`config.mk`:
```
export PLATFORM = sky130hd
export DESIGN_NAME = rom_loader
export DESIGN_NICKNAME = d
export VERILOG_FILES = /design/src/rtl/rom_loader.sv
export SDC_FILE = /design/constraint.sdc
export NUM_CORES = 1
export LEC_CHECK = 0
export CORE_ASPECT_RATIO = 1.25
export CORE_MARGIN = 1.5
export CORE_UTILIZATION = 56
export DETAILED_ROUTE_END_ITERATION = 10
export PLACE_DENSITY = 0.84
export SLEW_MARGIN = 0
export SYNTH_ARGS = -nofsm -noshare
export SYNTH_HDL_FRONTEND = slang
export SYNTH_SLANG_ARGS = --single-unit
```
`constraint.sdc`:
```
create_clock -name clk -period 5.05 [get_ports clk]
set_input_delay 1.01 -clock clk [delete_from_list [all_inputs] [get_ports clk]]
set_output_delay 1.01 -clock clk [all_outputs]
set_load 0.01 [all_outputs]
```
`src/rtl/rom_loader.sv`:
```
// rom_loader: assembles a byte stream into 16-bit words, writes them into the instruction ROM
// and releases the CPU when done. Define ROM_LOADER_CHECKSUM_EN to add the trailing checksum stage.
module rom_loader #(
    parameter int unsigned INSTR_WIDTH = 16,
    parameter int unsigned ADDR_WIDTH  = 15
) (
    input  logic                   clk,
    input  logic                   reset,
    input  logic                   load_start,
    input  logic [7:0]             rx_data,
    input  logic                   rx_valid,
    output logic                   rx_ready,
    output logic                   rom_wr_en,
    output logic [ADDR_WIDTH-1:0]  rom_wr_addr,
    output logic [INSTR_WIDTH-1:0] rom_wr_data,
    output logic                   cpu_resetN,
    output logic                   load_done,
    output logic                   load_error,
    output logic [ADDR_WIDTH:0]    words_loaded
);

    localparam int unsigned CW        = ADDR_WIDTH + 1;
    localparam logic [32:0] MAX_WORDS = 33'd1 << ADDR_WIDTH;

    typedef enum logic [2:0] {
        HDR_HI,
        HDR_LO,
        DATA_HI,
        DATA_LO,
`ifdef ROM_LOADER_CHECKSUM_EN
        CHK_HI,
        CHK_LO,
`endif
        DONE,
        ERROR
    } state_e;

    state_e                 state_q, state_d;
    logic [7:0]             hi_q, hi_d;
    logic [CW-1:0]          count_q, count_d;
    logic [CW-1:0]          words_q, words_d;
    logic                   wr_en_q, wr_en_d;
    logic [ADDR_WIDTH-1:0]  wr_addr_q, wr_addr_d;
    logic [INSTR_WIDTH-1:0] wr_data_q, wr_data_d;
    logic                   rstn_q, rstn_d;
`ifdef ROM_LOADER_CHECKSUM_EN
    logic [15:0]            sum_q, sum_d;
`endif
    logic [15:0]            rx_word;
    logic                   accept;

    always_comb begin
        rx_ready     = (state_q != DONE) && (state_q != ERROR);
        load_done    = (state_q == DONE);
        load_error   = (state_q == ERROR);
        rom_wr_en    = wr_en_q;
        rom_wr_addr  = wr_addr_q;
        rom_wr_data  = wr_data_q;
        cpu_resetN   = rstn_q;
        words_loaded = words_q;
    end

    always_comb begin
        rx_word = {hi_q, rx_data};
        accept  = rx_valid && rx_ready;
    end

    always_comb begin
        state_d   = state_q;
        hi_d      = hi_q;
        count_d   = count_q;
        words_d   = words_q;
        wr_en_d   = 1'b0;
        wr_addr_d = wr_addr_q;
        wr_data_d = wr_data_q;
        rstn_d    = 1'b0;
`ifdef ROM_LOADER_CHECKSUM_EN
        sum_d     = sum_q;
`endif
        // the counter trails word capture, so it equals the index of the word being received
        if (wr_en_q) begin
            words_d = words_q + CW'(1);
        end

        case (state_q)
            HDR_HI: begin
                if (accept) begin
                    hi_d    = rx_data;
                    state_d = HDR_LO;
                end
            end
            HDR_LO: begin
                if (accept) begin
                    count_d = CW'(rx_word);
`ifdef ROM_LOADER_CHECKSUM_EN
                    sum_d   = '0;
`endif
                    if ({17'd0, rx_word} > MAX_WORDS) begin
                        state_d = ERROR;
                    end else if (rx_word == 16'd0) begin
`ifdef ROM_LOADER_CHECKSUM_EN
                        state_d = CHK_HI;
`else
                        state_d = DONE;
`endif
                    end else begin
                        state_d = DATA_HI;
                    end
                end
            end
            DATA_HI: begin
                if (accept) begin
                    hi_d    = rx_data;
                    state_d = DATA_LO;
                end
            end
            DATA_LO: begin
                if (accept) begin
                    wr_en_d   = 1'b1;
                    wr_addr_d = words_q[ADDR_WIDTH-1:0];
                    wr_data_d = rx_word;
`ifdef ROM_LOADER_CHECKSUM_EN
                    sum_d     = sum_q + rx_word;
`endif
                    if (words_q + CW'(1) == count_q) begin
`ifdef ROM_LOADER_CHECKSUM_EN
                        state_d = CHK_HI;
`else
                        state_d = DONE;
`endif
                    end else begin
                        state_d = DATA_HI;
                    end
                end
            end
`ifdef ROM_LOADER_CHECKSUM_EN
            CHK_HI: begin
                if (accept) begin
                    hi_d    = rx_data;
                    state_d = CHK_LO;
                end
            end
            CHK_LO: begin
                if (accept) begin
                    state_d = (rx_word == sum_q) ? DONE : ERROR;
                end
            end
`endif
            DONE: begin
                rstn_d = 1'b1;
                if (load_start) begin
                    state_d = HDR_HI;
                    words_d = '0;
                    rstn_d  = 1'b0;
                end
            end
            ERROR: begin
                if (load_start) begin
                    state_d = HDR_HI;
                    words_d = '0;
                end
            end
            default: begin
                state_d = HDR_HI;
            end
        endcase
    end

    always_ff @(posedge clk or posedge reset) begin
        if (reset) begin
            state_q   <= HDR_HI;
            hi_q      <= '0;
            count_q   <= '0;
            words_q   <= '0;
            wr_en_q   <= 1'b0;
            wr_addr_q <= '0;
            wr_data_q <= '0;
            rstn_q    <= 1'b0;
`ifdef ROM_LOADER_CHECKSUM_EN
            sum_q     <= '0;
`endif
        end else begin
            state_q   <= state_d;
            hi_q      <= hi_d;
            count_q   <= count_d;
            words_q   <= words_d;
            wr_en_q   <= wr_en_d;
            wr_addr_q <= wr_addr_d;
            wr_data_q <= wr_data_d;
            rstn_q    <= rstn_d;
`ifdef ROM_LOADER_CHECKSUM_EN
            sum_q     <= sum_d;
`endif
        end
    end

endmodule

```
==> qor_table.md <==
| Item | Value | Unit |
|:---|:---|:---|
| Top layer used by detailed routing | met4 | - |
| Share of the clock period used by the worst path after layout | 56.3 | % |
| Category of the critical setup timing path | input pin to flip-flop | - |
| Largest stage delay on the critical path | 0.51 | ns |
| Average size of a mapped cell | 9.88 | µm² |
| Distinct cell type count after synthesis | 51 | - |
| Slew HR | 27.6 | % |
| Crit path max-delay family | simple AND/OR/NAND/NOR gates | - |
| Worst Setup Slack, final | 2.20 | ns |
| Vias in the first global route | 2799 | - |
| Commonest cells after routing, fill and taps aside | sky130_fd_sc_hd__nand2_1, sky130_fd_sc_hd__dfrtp_1, sky130_fd_sc_hd__clkdlybuf4s50_1, sky130_fd_sc_hd__nor2_1, sky130_fd_sc_hd__mux2_2 | - |
| HPWL reported at the end of detailed placement | 5.60 | mm |
| Vias after detailed routing | 2863 | - |
| Critical path capture point type | flip-flop | - |
| Total wire length | 8.04 | mm |
| Worst Setup Slack post-DPL | 1.68 | ns |
| Proportion of synthesized flip-flops having asynchronous set or reset | 100 | % |
| N_diodes | 0 | - |
| Inserted Clock Buffers | 9 | - |
| Maximum Capacitance Violations | 0 | - |
| Number of placement rows | 32 | - |
| Final weighted congestion in routability-driven placement | 0.814 | - |
| Unrepaired setup endpoints after global routing | no | - |
| # IOs | 64 | - |
| Final hold violations | 0 | - |
| Post-Syn Area | 3660 | µm² |
| TritonCTS clock tree | done | - |
| Final-layout setup total negative slack | 0 | ns |
| Data arrival, critical path | 3.09 | ns |
| Post-Synthesis Net Count | 384 | - |
| TritonCTS Sinks | 76 | - |
| Met1 WL | 3.52 | mm |
| Worst Skew | 0.0113 | ns |
| Actual transition at the worst max-transition pin | 1.08 | ns |
| Fraction of layout cells with a size suffix above 1 | 12.8 | % |
| Post-route DRC | 0 | - |
| Total met3 wirelength after detailed routing | 400 | µm |
| Die outline width | 75.4 | µm |
| Overall routing resource usage | 25.7 | % |
| Initial core utilization | 58.7 | % |
| Yosys reg bits | 76 | - |
| Synth Flop Type | sky130_fd_sc_hd__dfrtp_1 | - |
| Pwr dens | 647 | nW/µm² |
| Number of instances in the synthesized netlist | 371 | - |
| Pin count of the biggest net entering global routing | 50 | - |
| Chip Height | 93.4 | µm |
| Clock tree root driver cell | sky130_fd_sc_hd__clkbuf_8 | - |
| Final min period | 2.85 | ns |
| Wire length of the first global-routing pass | 13.6 | mm |
| Met2 routed WL | 3.98 | mm |
| Clock latency on the worst-skew pair | 0.36 | ns |
| Sequential fraction of the synthesis area | 51.9 | % |
| Run status | complete, no violations | - |
| Final number of max-transition violations | 0 | - |
| Length of the first detailed-routing pass in iterations | 4 | - |
| Cell area after placement | 4280 | µm² |
| Maximum net fanout on the critical path | 9 | - |
| Critical Path Start Type | input pin | - |
| Number of gates resized after cts | 0 | - |
| Setup Fix Bufs, Post-CTS | 0 | - |
| Clock-pin slew of the registers on the worst-case setup and hold paths | 0.08 | ns |
| Setup-failing EPs final | 0 | - |
| Wire length per cell | 15.6 | µm |
| Minimum hold slack | 0.474 | ns |
| Critical Path, Cell by Cell | clkdlybuf4s50_1, nor2b_1, nand2_1, nor2_1, buf_4, mux2_2 | - |
| Area growth, synth to finish | 23.4 | % |
| Leading cell type in the layout, fill and taps excluded | sky130_fd_sc_hd__nand2_1 | - |
| Final antenna-violating net count | 0 | - |
| Path category of the worst min-delay check | flip-flop to flip-flop | - |
| Initial drt markers | 160 | - |
| Post-synth EDFFs | 0 | - |
| Top achievable clock speed | 351 | MHz |
| Die area | 7040 | µm² |
| Floorplan Core Area | 6250 | µm² |
| Buffers added on ports | 63 | - |
| Congestion Overflow GR | 0 | - |
| Final net count | 438 | - |
| Post-route standard cell area excluding fillers | 4520 | µm² |
| Yosys synthesis warning count | 0 | - |
| Worst-case vdd ir drop | 0.364 | mV |
| Maximum number of buffers from clock root to sink | 2 | - |
| Slowest cell on crit path | sky130_fd_sc_hd__nor2_1 | - |
| Deepest level of the CTS H-tree | 3 | - |
| Static Leak | 2.01 | nW |
| CP required | 5.30 | ns |
| Detail-routed via count per cell | 5.56 | - |
| Antenna violations before repair | 0 | - |
| CP Buf/Inv Count | 2 | - |
| Post-CTS Hold Buffers | 0 | - |
## cells in the mapped netlist (4+ instances only)
master                     number  area (µm²)
sky130_fd_sc_hd__o21ai_0        4        20.0
sky130_fd_sc_hd__dfrtp_1       76        1900
sky130_fd_sc_hd__xor2_1        18         158
sky130_fd_sc_hd__nand3_1        9        45.0
sky130_fd_sc_hd__a21oi_1        9        45.0
sky130_fd_sc_hd__nor3_1         7        35.0
sky130_fd_sc_hd__nand2_1      101         379
sky130_fd_sc_hd__clkbuf_1      12        45.0
sky130_fd_sc_hd__nor2_1        24        90.1
sky130_fd_sc_hd__xnor2_1       14         123
sky130_fd_sc_hd__mux2_2        24         270
sky130_fd_sc_hd__nand4_1        8        50.1
sky130_fd_sc_hd__inv_1          7        26.3
sky130_fd_sc_hd__buf_6          5        56.3
## per-stage QoR
step	cells	utilization [%]	total power (W)
6_report	515	72.4	0.00293
5_1_grt	515	72.4	0.00312
4_1_cts	514	72.3	0.00294
3_5_place_dp	498	68.5	0.00239
3_3_place_gp	498	68.5	0.00234
2_1_floorplan	371	-	0.00189
## metal layers
layer	GRT usage [%]	up-vias
met2	41.8	96
met5	0	-
met1	33.3	1398
li1	-	1353
met4	11.2	0
met3	3.99	16
## worst paths after layout
check / startpoint / endpoint / slack (ns) / depth (start not counted)
min in group asynchronous: reset / rom_wr_data[2]$_DFFE_PP0P_ / 1.19 / 2
worst max register to register: words_loaded[0]$_DFF_PP0_ / state_q[1]$_DFFE_PP0P_ / 2.62 / 7
worst min-delay path: rom_wr_addr[14]$_DFFE_PP0P_ / rom_wr_addr[14]$_DFFE_PP0P_ / 0.47 / 2
max in group asynchronous: reset / words_loaded[7]$_DFF_PP0_ / 2.93 / 3
worst min register to register: rom_wr_addr[14]$_DFFE_PP0P_ / rom_wr_addr[14]$_DFFE_PP0P_ / 0.47 / 2
worst max-delay path: rx_valid / count_q[12]$_DFFE_PP0P_ / 2.20 / 6
## worst reg2reg max path, stage by stage (launching register included)
cell and delay, ns:
sky130_fd_sc_hd__dfrtp_1 0.51, sky130_fd_sc_hd__ha_1 0.31, sky130_fd_sc_hd__and4_1 0.41, sky130_fd_sc_hd__a31oi_1 0.13
sky130_fd_sc_hd__and4b_1 0.29, sky130_fd_sc_hd__o2111ai_2 0.14, sky130_fd_sc_hd__nor4_2 0.39, sky130_fd_sc_hd__a21oi_1 0.12
## final cells by class
type	count	area, µm²
Sequential cell	76	1900
Clock buffer	11	151
Clock inverter	5	82.6
Fill cell	492	1720
Tap cell	85	106
Timing Repair Buffer	66	653
Inverter	7	26.3
Multi-Input combinational cell	265	1600
## cells by family (layout without fill, tap and decap cells)
| kind of cell | after synthesis | after routing | synth area share (%) |
|---|---|---|---|
| compound gates | 31 | 31 | 6.04 |
| xor+xnor | 32 | 32 | 7.65 |
| fa+ha+maj | 1 | 1 | 0.341 |
| buf+inv | 30 | 89 | 4.40 |
| flops | 76 | 76 | 51.9 |
| mux | 25 | 25 | 7.65 |
| simple gates | 176 | 176 | 22.0 |
## registers in the layout, summed over array words and instances (netlist names)
register      cells
count_q          16
rom_wr_data      16
words_loaded     16
rom_wr_addr      15
hi_q              8
state_q           3
cpu_resetN        1
rom_wr_en         1
## power breakdown
group          switching (W)  total, W  internal, W  leakage (nW)
clock network       0.000229  0.000536     0.000307         0.120
logic               0.000526   0.00116     0.000639         0.964
registers           0.000339   0.00122     0.000886         0.925
Power figures use the tool's default switching activity.
